--- src/rtl/alu_param_pipe.sv ---
`default_nettype none
// ============================================================================
//  Module   : alu_param_pipe
//  Purpose  : N-bit integer ALU used as the execute stage. Add, subtract,
//             logic, barrel shifts, multiply and divide, with Z/C/Nf/V flags.
//             One registered output stage, so latency is one cycle. A valid
//             strobe travels with the data.
//  Revision : 1.0 - initial release
// ============================================================================
module alu_param_pipe #(
  parameter int N = 16
) (
  input  logic         clk,
  input  logic         rst_n,
  input  logic         in_valid,
  input  logic [N-1:0] A,
  input  logic [N-1:0] B,
  input  logic [3:0]   opcode,
  output logic [N-1:0] result,
  output logic         Z,
  output logic         C,
  output logic         Nf,
  output logic         V,
  output logic         out_valid
);

  // Width of the shift-amount field, derived from N and not overridden.
  localparam int SW = $clog2(N);

  typedef logic [N-1:0] word_t;

  localparam word_t N_VEC = word_t'(N);

  localparam logic [3:0] OP_ADD = 4'b0000;
  localparam logic [3:0] OP_SUB = 4'b0001;
  localparam logic [3:0] OP_AND = 4'b0010;
  localparam logic [3:0] OP_OR  = 4'b0011;
  localparam logic [3:0] OP_XOR = 4'b0100;
  localparam logic [3:0] OP_NOT = 4'b0101;
  localparam logic [3:0] OP_SHL = 4'b0110;
  localparam logic [3:0] OP_SHR = 4'b0111;
  localparam logic [3:0] OP_MUL = 4'b1000;
  localparam logic [3:0] OP_DIV = 4'b1001;
  localparam logic [3:0] OP_ASR = 4'b1010;

  // The adder and subtractor are one bit wider than N. The extra top bit is the carry or borrow.
  logic [N:0]     add_full;
  logic [N:0]     sub_full;
  logic [2*N-1:0] prod;
  word_t          quot;
  logic           shift_big;

  assign add_full  = {1'b0, A} + {1'b0, B};
  assign sub_full  = {1'b0, A} - {1'b0, B};
  assign prod      = {{N{1'b0}}, A} * {{N{1'b0}}, B};
  assign quot      = (B == '0) ? '1 : (A / B);
  assign shift_big = (B >= N_VEC);

  // The shifters work on N+1 bit vectors. The extra bit catches the bit that
  // leaves last. SHL carries that bit in position N. SHR and ASR carry it in position 0.
  logic [N:0] shl_v;
  logic [N:0] shr_v;
  logic [N:0] asr_v;

  // Barrel shifter with log2(N) stages. Stage i shifts by 2**i when B[i] is set.
  always_comb begin
    shl_v = {1'b0, A};
    shr_v = {A, 1'b0};
    asr_v = {A, 1'b0};
    for (int i = 0; i < SW; i++) begin
      if (B[i]) begin
        shl_v = shl_v << (1 << i);
        shr_v = shr_v >> (1 << i);
        asr_v = $unsigned($signed(asr_v) >>> (1 << i));
      end
    end
  end

  word_t nxt_result;
  logic  nxt_c;
  logic  nxt_v;

  // Select the result and the C/V flags for the current opcode.
  always_comb begin
    nxt_result = '0;
    nxt_c      = 1'b0;
    nxt_v      = 1'b0;
    case (opcode)
      OP_ADD: begin
        nxt_result = add_full[N-1:0];
        nxt_c      = add_full[N];
        nxt_v      = (A[N-1] == B[N-1]) && (add_full[N-1] != A[N-1]);
      end
      OP_SUB: begin
        nxt_result = sub_full[N-1:0];
        nxt_c      = sub_full[N];
        nxt_v      = (A[N-1] != B[N-1]) && (sub_full[N-1] != A[N-1]);
      end
      OP_AND: nxt_result = A & B;
      OP_OR:  nxt_result = A | B;
      OP_XOR: nxt_result = A ^ B;
      OP_NOT: nxt_result = ~A;
      OP_SHL: begin
        nxt_result = shift_big ? '0 : shl_v[N-1:0];
        nxt_c      = shift_big ? 1'b0 : shl_v[N];
      end
      OP_SHR: begin
        nxt_result = shift_big ? '0 : shr_v[N:1];
        nxt_c      = shift_big ? 1'b0 : shr_v[0];
      end
      OP_ASR: begin
        nxt_result = shift_big ? {N{A[N-1]}} : asr_v[N:1];
        nxt_c      = shift_big ? A[N-1] : asr_v[0];
      end
      OP_MUL: begin
        nxt_result = prod[N-1:0];
        nxt_c      = |prod[2*N-1:N];
        nxt_v      = |prod[2*N-1:N];
      end
      OP_DIV: begin
        nxt_result = quot;
        nxt_v      = (B == '0);
      end
      default: begin
        nxt_result = '0;
      end
    endcase
  end

  // Output register. When in_valid is low, result and flags hold their last values.
  always_ff @(posedge clk or negedge rst_n) begin
    if (!rst_n) begin
      result    <= '0;
      Z         <= 1'b0;
      C         <= 1'b0;
      Nf        <= 1'b0;
      V         <= 1'b0;
      out_valid <= 1'b0;
    end else begin
      out_valid <= in_valid;
      if (in_valid) begin
        result <= nxt_result;
        Z      <= (nxt_result == '0);
        C      <= nxt_c;
        Nf     <= nxt_result[N-1];
        V      <= nxt_v;
      end
    end
  end

endmodule
`default_nettype wire

--- config.mk ---
export PLATFORM = sky130hd
export DESIGN_NAME = alu_param_pipe
export DESIGN_NICKNAME = d
export VERILOG_FILES = /design/src/rtl/alu_param_pipe.sv
export SDC_FILE = /design/constraint.sdc
export NUM_CORES = 1
export LEC_CHECK = 0
export CORE_MARGIN = 2
export CORE_UTILIZATION = 38
export CTS_CLUSTER_SIZE = 24
export DETAILED_ROUTE_END_ITERATION = 8
export SLEW_MARGIN = 20
export SYNTH_ARGS = -nofsm -noshare
export SYNTH_HDL_FRONTEND = slang
export SYNTH_SLANG_ARGS = --single-unit
--- constraint.sdc ---
create_clock -name clk -period 0.95 [get_ports clk]
set_input_delay 0.1425 -clock clk [delete_from_list [all_inputs] [get_ports clk]]
set_output_delay 0.1425 -clock clk [all_outputs]
set_load 0.01 [all_outputs]
==> key figures <==
GRT
  • Largest net degree at the start of global routing: 65
  • Total Routing Usage GR: between 30% and 40%
  • Vias in the first global route: ~26000
  • Initial antenna violation count: 2
  • GRT overflow: 0
  • Global-route wire length before repair: about 160 mm

Synth
  • Asr flop ratio synth: 100%
  • Yosys top cell area share: between 10% and 20%
  • Synth cell count leaders: nor2_1 (348), inv_1 (323), ha_1 (292)
  • Post-synth top area cell: fa_1
  • Post-synth EDFFs: 0
  • Syn. warnings: 0
  • Synthesized flop and latch total: 20
  • Unique masters post-synth: approximately 90
  • Cell count after synthesis: 2772
  • Post-Syn Area per Cell: ~7.4 um2
  • Top FF cell, synth: dfrtp_1
  • Net Count, Synth: 3299
  • Top cells by area, synth: fa_1 (19%), ha_1 (18%), nor2_1 (6.3%), inv_1 (5.9%), a21oi_1 (4.4%)
  • Most frequent cell after synthesis: nor2_1
  • Seq/Total Area, Yosys: roughly 2.4%
  • Cell Area, Synth: roughly 20000 um2

Clock network
  • Inserted Clock Buffers: 3
  • CTS clk-pin slew, worst paths: around 70 ps
  • CTS tree: done
  • Clock sinks: 20
  • Worst-Skew Late Latency: roughly 260 ps
  • Clk buf depth: 2
  • Clk root buf: clkbuf_16
  • H-tree lvl count: 1

Outcome
  • Status: finished, violations left
  • Failing checks: negative setup slack

Floorplanning
  • Starting Density: between 30% and 40%
  • DIE WIDTH: ~240 um
  • Site row count: 85
  • # IOs: 60
  • Die area: between 50000 and 60000 um2
  • Die height: ~240 um
  • Core ar.: about 54000 um2

Timing
  • Slew headroom: between 30% and 40%
  • Tcrit/Tclk final: 2550%
  • RSZ-0062 raised after global routing: yes
  • Hold Violations, Final: 0
  • Setup total negative slack: -220950 ps
  • Final hold slack: approximately 230 ps
  • Final setup viols: 26
  • Layout Skew: 0 ps
  • Setup ws final: -23310 ps
  • Max Freq: 41.2 MHz
  • Worst Tran Pin Value: 957 ps
  • Max-slew violation count: 0
  • Crit path time final: roughly 24000 ps

Worst setup path
  • Critical Setup Path Class: input pin to flop
  • CP required: 1100 ps
  • Startpoint Class: input pin
  • Critical path origin: B[4]
  • Critical R2R Launch: C
  • Critical path's top delay family: compound AO/OA/AOI/OAI gates
  • Worst path max stage delay: 440 ps
  • Crit. End Element: flop
  • Crit path arrival time: approximately 24000 ps
  • CP max FO: 6
  • CP Buf/Inv Count: 14
  • Worst path slowest cell: or4_4

Placed design
  • Dpl cells: roughly 4200
  • Setup WS pre-CTS: -24740 ps
  • Area after DPL: 28900 um2
  • IO buf count: just under 60
  • Post-DP HPWL: roughly 81 mm
  • Placer Congestion: 1.02

Drt
  • Vias per cell: between 5 and 6
  • Via count: 25704
  • Antenna Nets Post-Route: 0
  • DRT Wirelength: ~110 mm
  • DRT iter0 DRCs: roughly 1800
  • Drc violations: 0
  • DR pass1 iterations: 8
  • WL/cell: approximately 24 um

Hold path
  • HP Class: input pin to async pin

Cells and area
  • Final nets: around 4300
  • Share of layout cells above drive strength 1: between 40% and 50%
  • Cell area after layout: between 30000 and 40000 um2
  • Area grow syn2layout: 58.5%
  • Core Util, Final: 60.8%
  • Final non-filler cell total: between 4000 and 5000

Power and ir drop
  • Pleak: about 16 nW
  • Power Dens Cells: around 2800 nW/um2
  • VDD IR max: roughly 0.0087 V
  • Overall Power: 92.6 mW

Flow run
  • Number of max-cap violations: 0
==> path summary, 6_finish.rpt <==
| kind | to | slack, ps | depth (start not counted) |
|---|---|---|---|
| setup / recovery | Z | -23310 | 120 |
| min in group clk | result[5] | 510 | 1 |
| setup reg to reg | C | -490 | 4 |
| hold reg to reg | result[5] | 510 | 1 |
| hold / removal | result[4] | 230 | 2 |
| max in group asynchronous | result[10] | 570 | 2 |
==> kinds of logic (layout without fill, tap and decap cells) <==
family	Yosys count	in the layout	synth area share (%)
AOI/OAI and AO/OA	724	726	23.8
and+or+nand+nor	896	896	19.9
buffers and inverters	487	1440	8.97
adders and majority gates	488	488	36.8
muxes	74	74	4.59
xor gates and xnor gates	83	83	3.53
DFF	20	20	2.43
other	0	1	0
==> report_power, final <==
group,switching [mW],internal [mW],total [mW]
logic,46.0,44.3,90.3
registers,0.104,1.00,1.11
clock network,0.375,0.838,1.21
total,46.5,46.1,92.6
==> sequential cells by signal, summed over array words and instances (netlist names) <==
signal and count:
C 1, out_valid 1, result 16, Z 1, V 1
==> final cells by class <==
| type | count | area (um2) |
|---|---|---|
| repair buffers | 1104 | 9240 |
| fillers | 4756 | 21000 |
| inverters | 332 | 1290 |
| flip-flops and latches | 20 | 500 |
| well taps | 696 | 871 |
| clock inverters | 1 | 30.0 |
| diodes | 1 | 2.50 |
| clock buffers | 3 | 75.1 |
| multi-input cells | 2267 | 20700 |
==> timing repair <==
item | CTS | global route
hold buffers | 0 | 0
gates resized for setup | 464 | 189
pin swaps | 166 | 143
cloned | 2 | 4
buffers inserted | 111 | 71
setup endpoints to repair | 41 | 29
==> layer usage <==
layer | up-vias | share of wire, % | track usage (%)
met5 | - | 0 | 0
met4 | 0 | 7.6 | 22.3
met3 | 388 | 7.7 | 4.69
met2 | 1131 | 46 | 61.2
met1 | 12513 | 39 | 44.6
li1 | 11672 | - | -
==> cell usage in the layout, fill, tap and decap left out, drive strengths merged, types with 13 or more instances in the layout <==
cell / netlist / final
o21bai: 13 / 13
and3: 16 / 16
nand2: 232 / 232
o22ai: 22 / 22
a211oi: 46 / 46
inv: 326 / 321
nor3: 69 / 69
a21o: 40 / 40
o221ai: 15 / 15
xor2: 35 / 35
dfrtp: 20 / 20
a211o: 22 / 22
fa: 196 / 196
nand4: 26 / 26
o21a: 43 / 43
nand2b: 20 / 20
mux2i: 31 / 31
nand3: 61 / 61
o211ai: 28 / 28
a221oi: 17 / 17
a21oi: 183 / 183
nor2b: 20 / 20
a31oi: 26 / 26
mux2: 31 / 31
xnor2: 48 / 48
or3: 21 / 21
nor4: 23 / 23
o31ai: 24 / 24
o21ai: 114 / 115
buf: 28 / 1071
or2: 20 / 20
nor2: 349 / 349
ha: 292 / 292
Power figures use the tool's default switching activity.
